[src/rtl/aes_ctrl_pkg.sv]
// Shared FSM state type, geometry/latency constants and byte-slot helper for the
// sequential inverse SubBytes engine. INV_SUBBYTES_DUAL_LANE_EN selects two ROM lanes.
package aes_ctrl_pkg;

    typedef enum logic [1:0] {
        IDLE  = 2'd0,
        RUN   = 2'd1,
        DRAIN = 2'd2,
        DONE  = 2'd3
    } state_t;

    localparam int BYTES_PER_STATE = 16;
    localparam int LATENCY_SINGLE  = 17;
    localparam int LATENCY_DUAL    = 9;

`ifdef INV_SUBBYTES_DUAL_LANE_EN
    localparam int LANES = 2;
`else
    localparam int LANES = 1;
`endif

    localparam int ISSUES = BYTES_PER_STATE / LANES;

    // Bit offset of byte idx inside the 128-bit state; byte 0 is the top byte when first_msb.
    function automatic logic [6:0] byte_lsb(input logic [3:0] idx, input logic first_msb);
        logic [3:0] pos;
        pos = first_msb ? ~idx : idx;
        return {pos, 3'b000};
    endfunction

endpackage

[src/rtl/inv_sbox_rom.sv]
// AES inverse S-box lookup with a registered output (one cycle from addr to q).
module inv_sbox_rom (
    input  logic       clk,
    input  logic [7:0] addr,
    output logic [7:0] q
);

    // Entry 0 sits at the left of the concatenation.
    localparam logic [0:255][7:0] INV_SBOX = {
        128'h52096ad53036a538bf40a39e81f3d7fb,
        128'h7ce339829b2fff87348e4344c4dee9cb,
        128'h547b9432a6c2233dee4c950b42fac34e,
        128'h082ea16628d924b2765ba2496d8bd125,
        128'h72f8f66486689816d4a45ccc5d65b692,
        128'h6c704850fdedb9da5e154657a78d9d84,
        128'h90d8ab008cbcd30af7e45805b8b34506,
        128'hd02c1e8fca3f0f02c1afbd0301138a6b,
        128'h3a9111414f67dcea97f2cfcef0b4e673,
        128'h96ac7422e7ad3585e2f937e81c75df6e,
        128'h47f11a711d29c5896fb7620eaa18be1b,
        128'hfc563e4bc6d279209adbc0fe78cd5af4,
        128'h1fdda8338807c731b11210592780ec5f,
        128'h60517fa919b54a0d2de57a9f93c99cef,
        128'ha0e03b4dae2af5b0c8ebbb3c83539961,
        128'h172b047eba77d626e169146355210c7d
    };

    always_ff @(posedge clk) begin
        q <= INV_SBOX[addr];
    end

endmodule

[src/rtl/inv_subbytes_seq.sv]
// Sequential InvSubBytes over a 128-bit state: bytes stream through registered ROM lane(s).
// Define INV_SUBBYTES_DUAL_LANE_EN for two lanes (9-edge latency instead of 17).
module inv_subbytes_seq #(
    parameter int FIRST_BYTE_MSB = 1
) (
    input  logic         clk,
    input  logic         reset,
    input  logic         in_valid,
    output logic         in_ready,
    input  logic [127:0] in_data,
    input  logic         flush,
    output logic         out_valid,
    input  logic         out_ready,
    output logic [127:0] out_data,
    output logic         busy
);
    import aes_ctrl_pkg::*;

    localparam logic [3:0] LAST_CNT  = 4'(ISSUES - 1);
    localparam logic       FIRST_MSB = (FIRST_BYTE_MSB != 0);

    state_t                  state_reg, state_next;
    logic [127:0]            data_reg;
    logic [127:0]            result_reg;
    logic [3:0]              cnt_reg;
    logic                    wr_valid_reg;
    logic [LANES-1:0][3:0]   wr_idx_reg;
    logic [LANES-1:0][3:0]   issue_idx;
    logic [LANES-1:0][7:0]   rom_addr;
    logic [LANES-1:0][7:0]   rom_q;
    logic                    accept;

    assign accept = (state_reg == IDLE) && in_valid && !flush;

    genvar gi;
    generate
        for (gi = 0; gi < LANES; gi++) begin : g_lane
            assign issue_idx[gi] = 4'(cnt_reg * LANES + gi);
            assign rom_addr[gi]  = data_reg[byte_lsb(issue_idx[gi], FIRST_MSB) +: 8];

            inv_sbox_rom u_rom (
                .clk  (clk),
                .addr (rom_addr[gi]),
                .q    (rom_q[gi])
            );
        end
    endgenerate

    always_ff @(posedge clk or posedge reset) begin
        if (reset) begin
            state_reg <= IDLE;
        end else begin
            state_reg <= state_next;
        end
    end

    always_comb begin
        state_next = state_reg;
        case (state_reg)
            IDLE:    if (in_valid) state_next = RUN;
            RUN:     if (cnt_reg == LAST_CNT) state_next = DRAIN;
            DRAIN:   state_next = DONE;
            DONE:    if (out_ready) state_next = IDLE;
            default: state_next = IDLE;
        endcase
        if (flush) begin
            state_next = IDLE;
        end
    end

    always_comb begin
        in_ready  = (state_reg == IDLE);
        busy      = (state_reg != IDLE);
        out_valid = (state_reg == DONE);
    end

    // ROM results land in the result register one edge after the ROM registers them,
    // so the issue index travels alongside in wr_idx_reg.
    always_ff @(posedge clk or posedge reset) begin
        if (reset) begin
            data_reg     <= '0;
            result_reg   <= '0;
            cnt_reg      <= '0;
            wr_valid_reg <= 1'b0;
            wr_idx_reg   <= '0;
        end else if (flush) begin
            cnt_reg      <= '0;
            wr_valid_reg <= 1'b0;
        end else begin
            if (accept) begin
                data_reg <= in_data;
                cnt_reg  <= '0;
            end else if (state_reg == RUN && cnt_reg != LAST_CNT) begin
                cnt_reg <= cnt_reg + 4'd1;
            end
            wr_valid_reg <= (state_reg == RUN);
            wr_idx_reg   <= issue_idx;
            if (wr_valid_reg) begin
                for (int li = 0; li < LANES; li++) begin
                    result_reg[byte_lsb(wr_idx_reg[li], FIRST_MSB) +: 8] <= rom_q[li];
                end
            end
        end
    end

    assign out_data = result_reg;

endmodule

[config.mk]
export PLATFORM = sky130hd
export DESIGN_NAME = inv_subbytes_seq
export DESIGN_NICKNAME = d
export VERILOG_FILES = /design/src/rtl/aes_ctrl_pkg.sv /design/src/rtl/inv_sbox_rom.sv /design/src/rtl/inv_subbytes_seq.sv
export SDC_FILE = /design/constraint.sdc
export NUM_CORES = 1
export LEC_CHECK = 0
export ABC_AREA = 1
export CAP_MARGIN = 20
export CORE_MARGIN = 4
export CORE_UTILIZATION = 60
export DETAILED_ROUTE_END_ITERATION = 12
export DONT_BUFFER_PORTS = 1
export GPL_ROUTABILITY_DRIVEN = 1
export PLACE_DENSITY = 0.76
export SLEW_MARGIN = 20
export SYNTH_ARGS = -nofsm -noshare
export SYNTH_HDL_FRONTEND = slang
export SYNTH_SLANG_ARGS = --single-unit
[constraint.sdc]
create_clock -name clk -period 12.05 [get_ports clk]
set_clock_uncertainty 0.15 [all_clocks]
set_input_delay 2.41 -clock clk [delete_from_list [all_inputs] [get_ports clk]]
set_output_delay 2.41 -clock clk [all_outputs]
set_load 0.01 [all_outputs]
-- After elaboration in Yosys (flattened, before gate mapping)
Memories as Yosys holds them, arrays and structs flattened. A register that Yosys moved wholly into a read port is not among the register bits.
Index checks and enable logic that the tools add are counted.
Widths: inputs -> output; s select.
- flip-flop bits (word level): 267
- memories kept: 1
- bits in read-only memories: 2048
- word-level logic and storage cells: 44
- output and inout port bits: 131
- bits of input ports: 133
- reductions and logical operators: 10
- add/subtract/negate cells: 2
- equal/unequal tests: 8
- bitwise operators: 4
- shifts and indexed selects: 3
- muxes and demuxes: 10
- memories (memory ; words ; width ; read ports ; clocked after Yosys merged registers in ; write ports ; RTL line ; source):
    (no name shown) ; 256 ; 8 ; 1 ; 1 ; 0 ; inv_sbox_rom.sv:29 ; q <= INV_SBOX[addr];
- operators by type and width (cell ; number):
    $bwmux 128 ; 1
    $shift 8x9->128 const A ; 1
    $shiftx 128x8->8 ; 1
    $shiftx 8x9->128 ; 1
    $mux 4 ; 3
    $neg 7->9 ; 1
    $not 8->9 ; 1
    $mux 2 ; 4
    $not 4->4 ; 2
    $pmux 2 s4 ; 1
    $ne 3x2->1 const B ; 2
    $add 4x1->4 const B ; 1
    $eq 2x2->1 const B ; 2
    $eq 4x4->1 const B ; 1
    $ne 4x4->1 const B ; 1
    $reduce_and 2->1 ; 2
    $logic_and 1x1->1 ; 3
    $ne 3x3->1 const B ; 1
    $reduce_and 3->1 ; 1
    $reduce_bool 3->1 ; 1
    $eq 2x1->1 const B ; 1
    $logic_not 2->1 ; 1
    $reduce_bool 2->1 ; 1
    $logic_not 1->1 ; 1
    other kinds (2) ; 2

-- Depth between registers and ports, before layout
Gate-level depths: netlist of the first run.
- word-level depth: 5
- depth in mapped cells: 22
- gate-level depth less buffers: 19

-- Cells and area by module
A second synthesis of the first run with hierarchy kept.
- cell total of the unflattened synthesis: 2046
- area, all modules: 15074.5 um^2
- by module, submodules not included (module ; cells each ; instances ; area each (um^2)):
    inv_subbytes_seq ; 1398 ; 1 ; 11892.7
    inv_sbox_rom ; 648 ; 1 ; 3181.8

-- Worst setup path after synthesis of the first run
Ideal clock, no wire load.
- path kind: input to register
- from: in flush
- to: reg result_reg[40] (netlist: out_data[40])
- stages: 10
- arrival time: 3.642 ns
- path slack: 8.133 ns
- cell sequence: inv_1 -> nand2_1 -> inv_1 -> nand2_1 -> nor2_2 -> inv_2 -> nor2_1 -> nand2_1 -> buf_2 -> mux2_2
- longest elaborated chain between the ends: 2
- ends and longest elaborated chain (item ; RTL line ; source):
    start, declared ; inv_subbytes_seq.sv:11 ; input logic flush,
    $not 1->1 (no line) ; - ;
    $reduce_and 2->1 (no line) ; - ;
    end signal, assigned by index ; inv_subbytes_seq.sv:100 ; result_reg[byte_lsb(wr_idx_reg[li], FIRST_MSB) +: 8] <= rom_q[li];
    end, declared ; inv_subbytes_seq.sv:24 ; logic [127:0] result_reg;
Every way passes these cells.
A chain may end at the register's enable or synchronous reset.

-- Final worst setup path of the first run
- from: reg cnt_reg[0]
- to: reg g_lane[0].u_rom.q[1]
- longest elaborated chain between the ends: 3
- ends and longest elaborated chain (item ; RTL line ; source):
    start, declared ; inv_subbytes_seq.sv:25 ; logic [3:0] cnt_reg;
    start signal, assigned ; inv_subbytes_seq.sv:94 ; cnt_reg <= cnt_reg + 4'd1;
    $not 4->4 ; aes_ctrl_pkg.sv:27 ; pos = first_msb ? ~idx : idx;
    $shiftx 128x8->8 ; inv_subbytes_seq.sv:39 ; assign rom_addr[gi] = data_reg[byte_lsb(issue_idx[gi], FIRST_MSB) +: 8];
    $not 8->9 (implied by the code) ; inv_sbox_rom.sv:29 ;
    end, declared ; inv_sbox_rom.sv:5 ; output logic [7:0] q
Every way passes these cells.

==> Implementation_results.wiki, run 1 <==
{| class="wikitable"
! Metric !! Value
|-
| Vertical die dimension || 166 µm
|-
| Number of routed nets with antenna violations || 0
|-
| Clock-pin slew on the worst setup and hold paths || 0.07 ns
|-
| Most area-hungry cell type in the Yosys netlist || sky130_fd_sc_hd__dfrtp_1
|-
| Share of synthesized registers carrying an async set or reset || 97.1%
|-
| Area enclosed by the die boundary || 0.0275 mm²
|-
| Max-cap violations || 0
|-
| DR pass1 iterations || 7
|-
| Cell type with the highest occurrence count on the critical path || sky130_fd_sc_hd__nand3_1
|-
| Most frequent cells after synthesis || sky130_fd_sc_hd__nand2_1, sky130_fd_sc_hd__nand3_1, sky130_fd_sc_hd__dfrtp_1, sky130_fd_sc_hd__inv_1, sky130_fd_sc_hd__nor2_1
|-
| Number of stages on the worst setup path || 16
|-
| Die X-Extent || 166 µm
|-
| Worst Hold Slack || 0.317 ns
|-
| Sum of net half-perimeters after detailed placement || 31200 µm
|-
| Max Freq || 0.210 GHz
|-
| Largest fanout on the critical path || 84
|-
| Via count of the first global-routing pass || 12622
|-
| Top Ports || 264
|-
| Largest net degree at the start of global routing || 121
|-
| Number of storage elements in the synthesis netlist || 275
|-
| Via total after detailed routing || 13148
|-
| Class of the most critical hold timing path || reg2reg
|-
| Critical path class || reg2reg
|-
| Clock buffers created by TritonCTS || 28
|-
| Arrival time of data at the critical path endpoint || 5.09 ns
|-
| First-pass GRT wire length || 71800 µm
|-
| Core Area || 0.0244 mm²
|-
| Resized Gates After CTS || 0
|-
| Synth top area share || 44.7%
|-
| Share of post-route cells with drive strength above 1 || 12.0%
|-
| Wire length reported by the detailed router || 45700 µm
|-
| Clock sink count || 275
|-
| Number of setup violations in the final report || 0
|-
| Cell area after technology mapping || 0.0149 mm²
|-
| Worst IR drop on VDD || 218 µV
|-
| Hold violation count in the final report || 0
|-
| Total global-route track usage || 32.0%
|-
| Number of core rows || 57
|-
| Mapped Nets || 1987
|-
| Hold depth || 2
|-
| Cell family with the largest share of critical-path delay || simple AND/OR/NAND/NOR gates
|-
| Maximum level of the CTS H-tree || 1
|-
| Unrepaired setup endpoints after global routing || no
|-
| Final core utilization || 64.8%
|-
| Worst setup EP type || register
|-
| Placed standard-cell area || 0.0148 mm²
|-
| Power per cell area || 331 mW/mm²
|-
| GR Overflow Total || 0
|-
| Number of port buffers || 0
|-
| Number of buffers inserted by post-CTS setup repair || 0
|-
| Initial antenna violation count || 10
|-
| Predominant post-synthesis flop cell || sky130_fd_sc_hd__dfrtp_1
|-
| TritonCTS clock tree || done
|-
| Required time of the worst setup path || 12.37 ns
|-
| Lkg Pwr || 0.00760 µW
|-
| Final cycle utilization of the critical path || 39.6%
|-
| Distinct cell type count after synthesis || 44
|-
| Post-CTS Hold Fix Bufs || 0
|-
| Max Buffers Root-to-Sink || 3
|-
| Logic depth of the worst register-to-register path || 16
|-
| Master cell of the clock root buffer || sky130_fd_sc_hd__clkbuf_16
|-
| Last weighted congestion value of the routability-driven placer || 1.01
|-
| Critical path, cell by cell || buf_4 > inv_2 > nand2_1 > nand3_1 > nand3_1 > nand3_2 > nand2_4 > inv_4 > ha_1 > or2_2 > a21oi_1 > nand2_1 > nand3_1 > nand3_1 > nand3_1 > nand2_1
|-
| Summed negative setup slack over all endpoints || 0 ns
|-
| Final net count || 1916
|-
| Combined buffer and inverter count along the critical path || 3
|-
| Sequential element share of the synthesized area || 45.8%
|-
| Clk_lat worst skew || 0.57 ns
|-
| Number of cells after detailed placement || 2049
|-
| Yosys synthesis warning count || 0
|-
| Run status || finished, final reports clean
|-
| Transition time of the tightest slew-check pin || 1.12 ns
|-
| Effective utilization at floorplan || 61.3%
|-
| EDFF count, synth || 0
|-
| Final Max Tran Viols || 0
|-
| Shortest clock period the worst path allows after layout || 4.77 ns
|-
| Area added between synthesis and finish || 5.68%
|-
| Most frequent cell after synthesis || sky130_fd_sc_hd__nand2_1
|-
| Maximum cell stage delay along the critical path || 0.62 ns
|-
| Mean instance size in the synthesized netlist || 8.18 µm²
|-
| Iteration-0 DRC Markers || 1735
|-
| Layout Cells excl Fill || 2105
|-
| Max-slew headroom at the worst pin || 25.1%
|-
| Post-route DRC violation count || 0
|-
| Category of the worst setup path launch point || register
|-
| Detailed-route wire length per cell || 21.7 µm
|-
| Area contributors post-synth || sky130_fd_sc_hd__dfrtp_1, sky130_fd_sc_hd__nand3_1, sky130_fd_sc_hd__nand2_1
|-
| Vias per cell || 6.25
|-
| Post-Synthesis Cells || 1826
|-
| Cell type of the slowest stage on the worst timing path || sky130_fd_sc_hd__buf_4
|-
| Post-Layout Inst Area || 0.0158 mm²
|}
[area by class of cell]
cell class | count | area [µm²]
Antenna cell | 4 | 10.0
Clock buffer | 34 | 743
Clock inverter | 18 | 259
Fill cell | 2072 | 8600
Inverter | 136 | 524
Multi-Input combinational cell | 1304 | 6930
Sequential cell | 275 | 6840
Tap cell | 324 | 405
Timing Repair Buffer | 10 | 75.1
[power breakdown]
group          switching (µW)  total, µW  internal (µW)
Clock                     374        926            552
Sequential                151       1340           1190
Combinational            2100       2970            873
Total                    2620       5240           2610
[per-stage QoR]
| stage | worst slack, ns | power [µW] |
|---|---|---|
| after floorplan | 2.14 | 3510 |
| after global placement | 7.09 | 4190 |
| after detailed placement | 7.06 | 4190 |
| after CTS | 7.37 | 5130 |
| after global routing | 7.00 | 5550 |
| final | 7.28 | 5240 |
[logic make-up (layout without fill, tap and decap cells)]
kind of cell	Yosys count	in the layout	share of synthesized area, %
compound gates	242	242	8.79
xor+xnor	1	1	0.109
fa+ha+maj	28	28	2.34
buf+inv	247	198	7.90
flops	275	275	45.8
mux	91	91	6.86
other cells	0	4	0
simple gates	942	942	28.2
[worst register-to-register path, cell delays in order, from the launching register on]
cell and delay [ns]:
sky130_fd_sc_hd__dfrtp_2 0.34, sky130_fd_sc_hd__buf_4 0.62, sky130_fd_sc_hd__inv_2 0.59, sky130_fd_sc_hd__nand2_1 0.21, sky130_fd_sc_hd__nand3_1 0.08, sky130_fd_sc_hd__nand3_1 0.14, sky130_fd_sc_hd__nand3_2 0.38, sky130_fd_sc_hd__nand2_4 0.60
sky130_fd_sc_hd__inv_4 0.26, sky130_fd_sc_hd__ha_1 0.31, sky130_fd_sc_hd__or2_2 0.32, sky130_fd_sc_hd__a21oi_1 0.15, sky130_fd_sc_hd__nand2_1 0.07, sky130_fd_sc_hd__nand3_1 0.10, sky130_fd_sc_hd__nand3_1 0.16, sky130_fd_sc_hd__nand3_1 0.13
sky130_fd_sc_hd__nand2_1 0.06
[cells in the final DEF (no fill, tap or decap), types with 14 or more instances in the layout]
cell | netlist | layout
sky130_fd_sc_hd__nand2_1 | 420 | 420
sky130_fd_sc_hd__nand3_1 | 361 | 360
sky130_fd_sc_hd__dfrtp_1 | 267 | 266
sky130_fd_sc_hd__inv_1 | 110 | 109
sky130_fd_sc_hd__nor2_1 | 100 | 100
sky130_fd_sc_hd__a21oi_1 | 97 | 97
sky130_fd_sc_hd__o21ai_0 | 95 | 95
sky130_fd_sc_hd__mux2_2 | 91 | 91
sky130_fd_sc_hd__ha_1 | 28 | 28
sky130_fd_sc_hd__clkbuf_16 | 0 | 28
sky130_fd_sc_hd__nor3_1 | 18 | 18
sky130_fd_sc_hd__inv_2 | 17 | 17
sky130_fd_sc_hd__nand2_2 | 15 | 15
sky130_fd_sc_hd__o21ai_1 | 14 | 14
[per-layer routing]
layer | vias up | part of all wire [%] | global-route usage, %
met1 | 6213 | 38 | 42.4
met4 | 14 | 3.8 | 11.9
met3 | 151 | 11 | 8.93
li1 | 5958 | - | -
met5 | - | 0.17 | 0
met2 | 812 | 47 | 50.8
[final timing paths]
path | from | end | slack (ns)
max | cnt_reg[0] | g_lane[0].u_rom.q[1] | 7.28
min | g_lane[0].u_rom.q[0] | out_data[16] | 0.32
max reg2reg | cnt_reg[0] | g_lane[0].u_rom.q[1] | 7.28
min reg2reg | g_lane[0].u_rom.q[0] | out_data[16] | 0.32
max in group asynchronous | reset | data_reg[7] | 8.60
min in group asynchronous | reset | data_reg[65] | 1.69
Note: power is estimated with default switching activity, not from simulation.
==> run 2, diff against run 1 <==
==> constraint.sdc (replaced) <==
create_clock -name clk -period 4.5 [get_ports clk]
set_clock_uncertainty 0.15 [all_clocks]
set_input_delay 0.9 -clock clk [delete_from_list [all_inputs] [get_ports clk]]
set_output_delay 0.9 -clock clk [all_outputs]
set_load 0.01 [all_outputs]
==> Implementation_results.wiki, run 2 (synthesis gave the netlist of run 1 again) <==
{| class="wikitable"
! Metric !! Value
|-
| Via total after detailed routing || 13259
|-
| Internal Dissipation || 7000 µW
|-
| RR Startpoint || cnt_reg[0]
|-
| Effective utilization at floorplan || 61.3%
|-
| Resized Gates After CTS || 0
|-
| TritonCTS clock tree || done
|-
| Core Area || 0.0244 mm²
|-
| Number of port buffers || 0
|-
| Area enclosed by the die boundary || 0.0275 mm²
|-
| Met1 Resource Use GR || 44.2%
|-
| Worst Hold Slack || 0.257 ns
|-
| Fraction of power spent switching nets || 51.1%
|-
| Max Buffers Root-to-Sink || 3
|-
| Max-cap violations || 0
|-
| Via count of the first global-routing pass || 12696
|-
| Reg-to-reg endpoint || g_lane[0].u_rom.q[0]
|-
| Wire length reported by the detailed router || 48300 µm
|-
| Last weighted congestion value of the routability-driven placer || 1.07
|-
| Most frequent cells in the layout || sky130_fd_sc_hd__nand2_1, sky130_fd_sc_hd__nand3_1, sky130_fd_sc_hd__dfrtp_1
|-
| Power per cell area || 901 mW/mm²
|-
| Number of buffers inserted by post-CTS setup repair || 0
|-
| Met2 GRT Util || 52.2%
|-
| Hold path startpoint || flush
|-
| Clock-pin slew on the worst setup and hold paths || 0.06 ns
|-
| Number of core rows || 57
|-
| Initial antenna violation count || 7
|-
| Unrepaired setup endpoints after global routing || no
|-
| Largest net degree at the start of global routing || 144
|-
| Final net count || 1929
|-
| Most utilized layer in the global route result || met2
|-
| Vias per cell || 6.26
|-
| Shortest clock period the worst path allows after layout || 3.83 ns
|-
| Transition time of the tightest slew-check pin || 0.981 ns
|-
| Final Max Tran Viols || 0
|-
| Final cycle utilization of the critical path || 85.1%
|-
| Pre-CTS setup slack || 0.847 ns
|-
| Share of post-route cells with drive strength above 1 || 12.6%
|-
| Seq pwr share || 24.9%
|-
| Area added between synthesis and finish || 6.29%
|-
| Hold violation count in the final report || 0
|-
| Post-layout worst setup margin || 0.669 ns
|-
| Post-CTS Hold Fix Bufs || 0
|-
| Worst reg2reg setup slack || 0.67 ns
|-
| Master cell of the clock root buffer || sky130_fd_sc_hd__clkbuf_16
|-
| Maximum level of the CTS H-tree || 1
|-
| Met3 Track Usage GR || 9.66%
|-
| Logic depth of the worst register-to-register path || 19
|-
| Combined area of the multi-input logic cells || 0.00693 mm²
|-
| Count of fill cells added during filler insertion || 2061
|-
| Detailed-route wire length per cell || 22.8 µm
|-
| Vertical die dimension || 166 µm
|-
| Largest fanout on the critical path || 59
|-
| Max Freq || 0.261 GHz
|-
| Class of the most critical hold timing path || in2reg
|-
| End point of the most critical hold path || wr_valid_reg
|-
| Max-slew headroom at the worst pin || 34.3%
|-
| GR Overflow Total || 0
|-
| Top Ports || 264
|-
| Clock network fraction of total power || 16.6%
|-
| Die X-Extent || 166 µm
|-
| Required time of the worst setup path || 4.80 ns
|-
| Arrival time of data at the critical path endpoint || 4.13 ns
|-
| First-pass GRT wire length || 74500 µm
|-
| Switching power of the nets || 7300 µW
|-
| Post-route DRC violation count || 0
|-
| Number of routed nets with antenna violations || 0
|-
| Clock buffers created by TritonCTS || 28
|-
| Category of the worst setup path launch point || register
|-
| Worst IR drop on VDD || 589 µV
|-
| Hold depth || 1
|-
| DR pass1 iterations || 6
|-
| Run status || finished, final reports clean
|-
| Critical path class || reg2reg
|-
| Worst setup EP type || register
|-
| Total global-route track usage || 33.7%
|-
| Clk_lat worst skew || 0.56 ns
|-
| Number of setup violations in the final report || 0
|-
| Leading cell type in the layout, fill and taps excluded || sky130_fd_sc_hd__nand2_1
|-
| Lkg Pwr || 0.00766 µW
|-
| Share of total power in combinational logic || 58.4%
|-
| Sum of net half-perimeters after detailed placement || 33600 µm
|-
| Area taken by flip-flops and latches || 0.00684 mm²
|-
| Iteration-0 DRC Markers || 1734
|-
| Clock sink count || 275
|}
==> run 2: cell types whose count changed in the layout (fill, tap and decap cells not counted), moves of 3 or more <==
cell                        before  now
sky130_fd_sc_hd__buf_4          10   20
sky130_fd_sc_hd__bufinv_16       5    2
sky130_fd_sc_hd__clkbuf_8        2    7
sky130_fd_sc_hd__buf_12          0    3
==> run 2: final cells by class <==
| cell class | instances | share of cell area (%) |
|---|---|---|
| inverter | 136 | 3.28 |
| multi-input combinational | 1304 | 43.7 |
| timing repair buffer | 23 | 1.32 |
| clock buffer | 40 | 5.14 |
| tap | 324 | 2.55 |
| clock inverter | 12 | 0.930 |
| sequential | 275 | 43.1 |
| antenna | 3 | 0.0473 |
==> run 2: stage by stage <==
step / util, % / area (µm²) / power [µW] / setup TNS, ns / cells
floorplan: - / 14900 / 9400 / -20.15 / 1826
global placement: 61.1 / 14900 / 11600 / 0 / 2062
detailed placement: 61.1 / 14900 / 11600 / 0 / 2062
CTS: 65.1 / 15900 / 14000 / 0 / 2114
global route: 65.1 / 15900 / 15100 / 0 / 2117
finish: 65.1 / 15900 / 14300 / 0 / 2117
==> run 2: worst max path at each step <==
| stage | endpoint | depth (start not counted) | from | slack, ns |
|---|---|---|---|---|
| 2_1_floorplan | cnt_reg[0] | 1 | reset | -0.08 |
| 3_3_place_gp | g_lane[0].u_rom.q[3] | 19 | cnt_reg[0] | 0.84 |
| 3_5_place_dp | g_lane[0].u_rom.q[3] | 19 | cnt_reg[0] | 0.85 |
| 4_1_cts | g_lane[0].u_rom.q[1] | 19 | cnt_reg[0] | 0.81 |
| 5_1_grt | g_lane[0].u_rom.q[6] | 19 | cnt_reg[0] | 0.45 |
| 6_report | g_lane[0].u_rom.q[0] | 19 | cnt_reg[0] | 0.67 |
==> run 2: power by group through the flow <==
stage                     registers (µW)  clock network (µW)  logic [µW]
after floorplan                     3480                   0        5920
after global placement              3580                   0        8060
after detailed placement            3610                   0        7960
after CTS                           3570                2400        7990
after global routing                3640                2520        8950
final                               3570                2380        8360
==> run 2: worst max-delay path: stages, from the launching register on <==
cell and delay [ns]:
sky130_fd_sc_hd__dfrtp_2 0.37, sky130_fd_sc_hd__buf_4 0.49, sky130_fd_sc_hd__nor2_1 0.12, sky130_fd_sc_hd__nor2_1 0.11, sky130_fd_sc_hd__o21ai_0 0.09, sky130_fd_sc_hd__nand3_1 0.09, sky130_fd_sc_hd__nand3_1 0.09, sky130_fd_sc_hd__nand2_2 0.25
sky130_fd_sc_hd__inv_2 0.21, sky130_fd_sc_hd__ha_1 0.43, sky130_fd_sc_hd__inv_1 0.20, sky130_fd_sc_hd__nand2_4 0.20, sky130_fd_sc_hd__nand3_1 0.26, sky130_fd_sc_hd__nand2_1 0.07, sky130_fd_sc_hd__nand2_1 0.06, sky130_fd_sc_hd__nand2_1 0.05
sky130_fd_sc_hd__nand2_1 0.08, sky130_fd_sc_hd__nand3_1 0.19, sky130_fd_sc_hd__nand3_1 0.12, sky130_fd_sc_hd__nand2_1 0.06
==> run 2: per-layer routing <==
layer | vias up | wire, µm | part of all wire (%)
met2 | 834 | 21800 | 45
met4 | 8 | 2530 | 5.2
met3 | 181 | 5440 | 11
met1 | 6264 | 18400 | 38
met5 | - | 47 | 0.097
li1 | 5972 | - | -
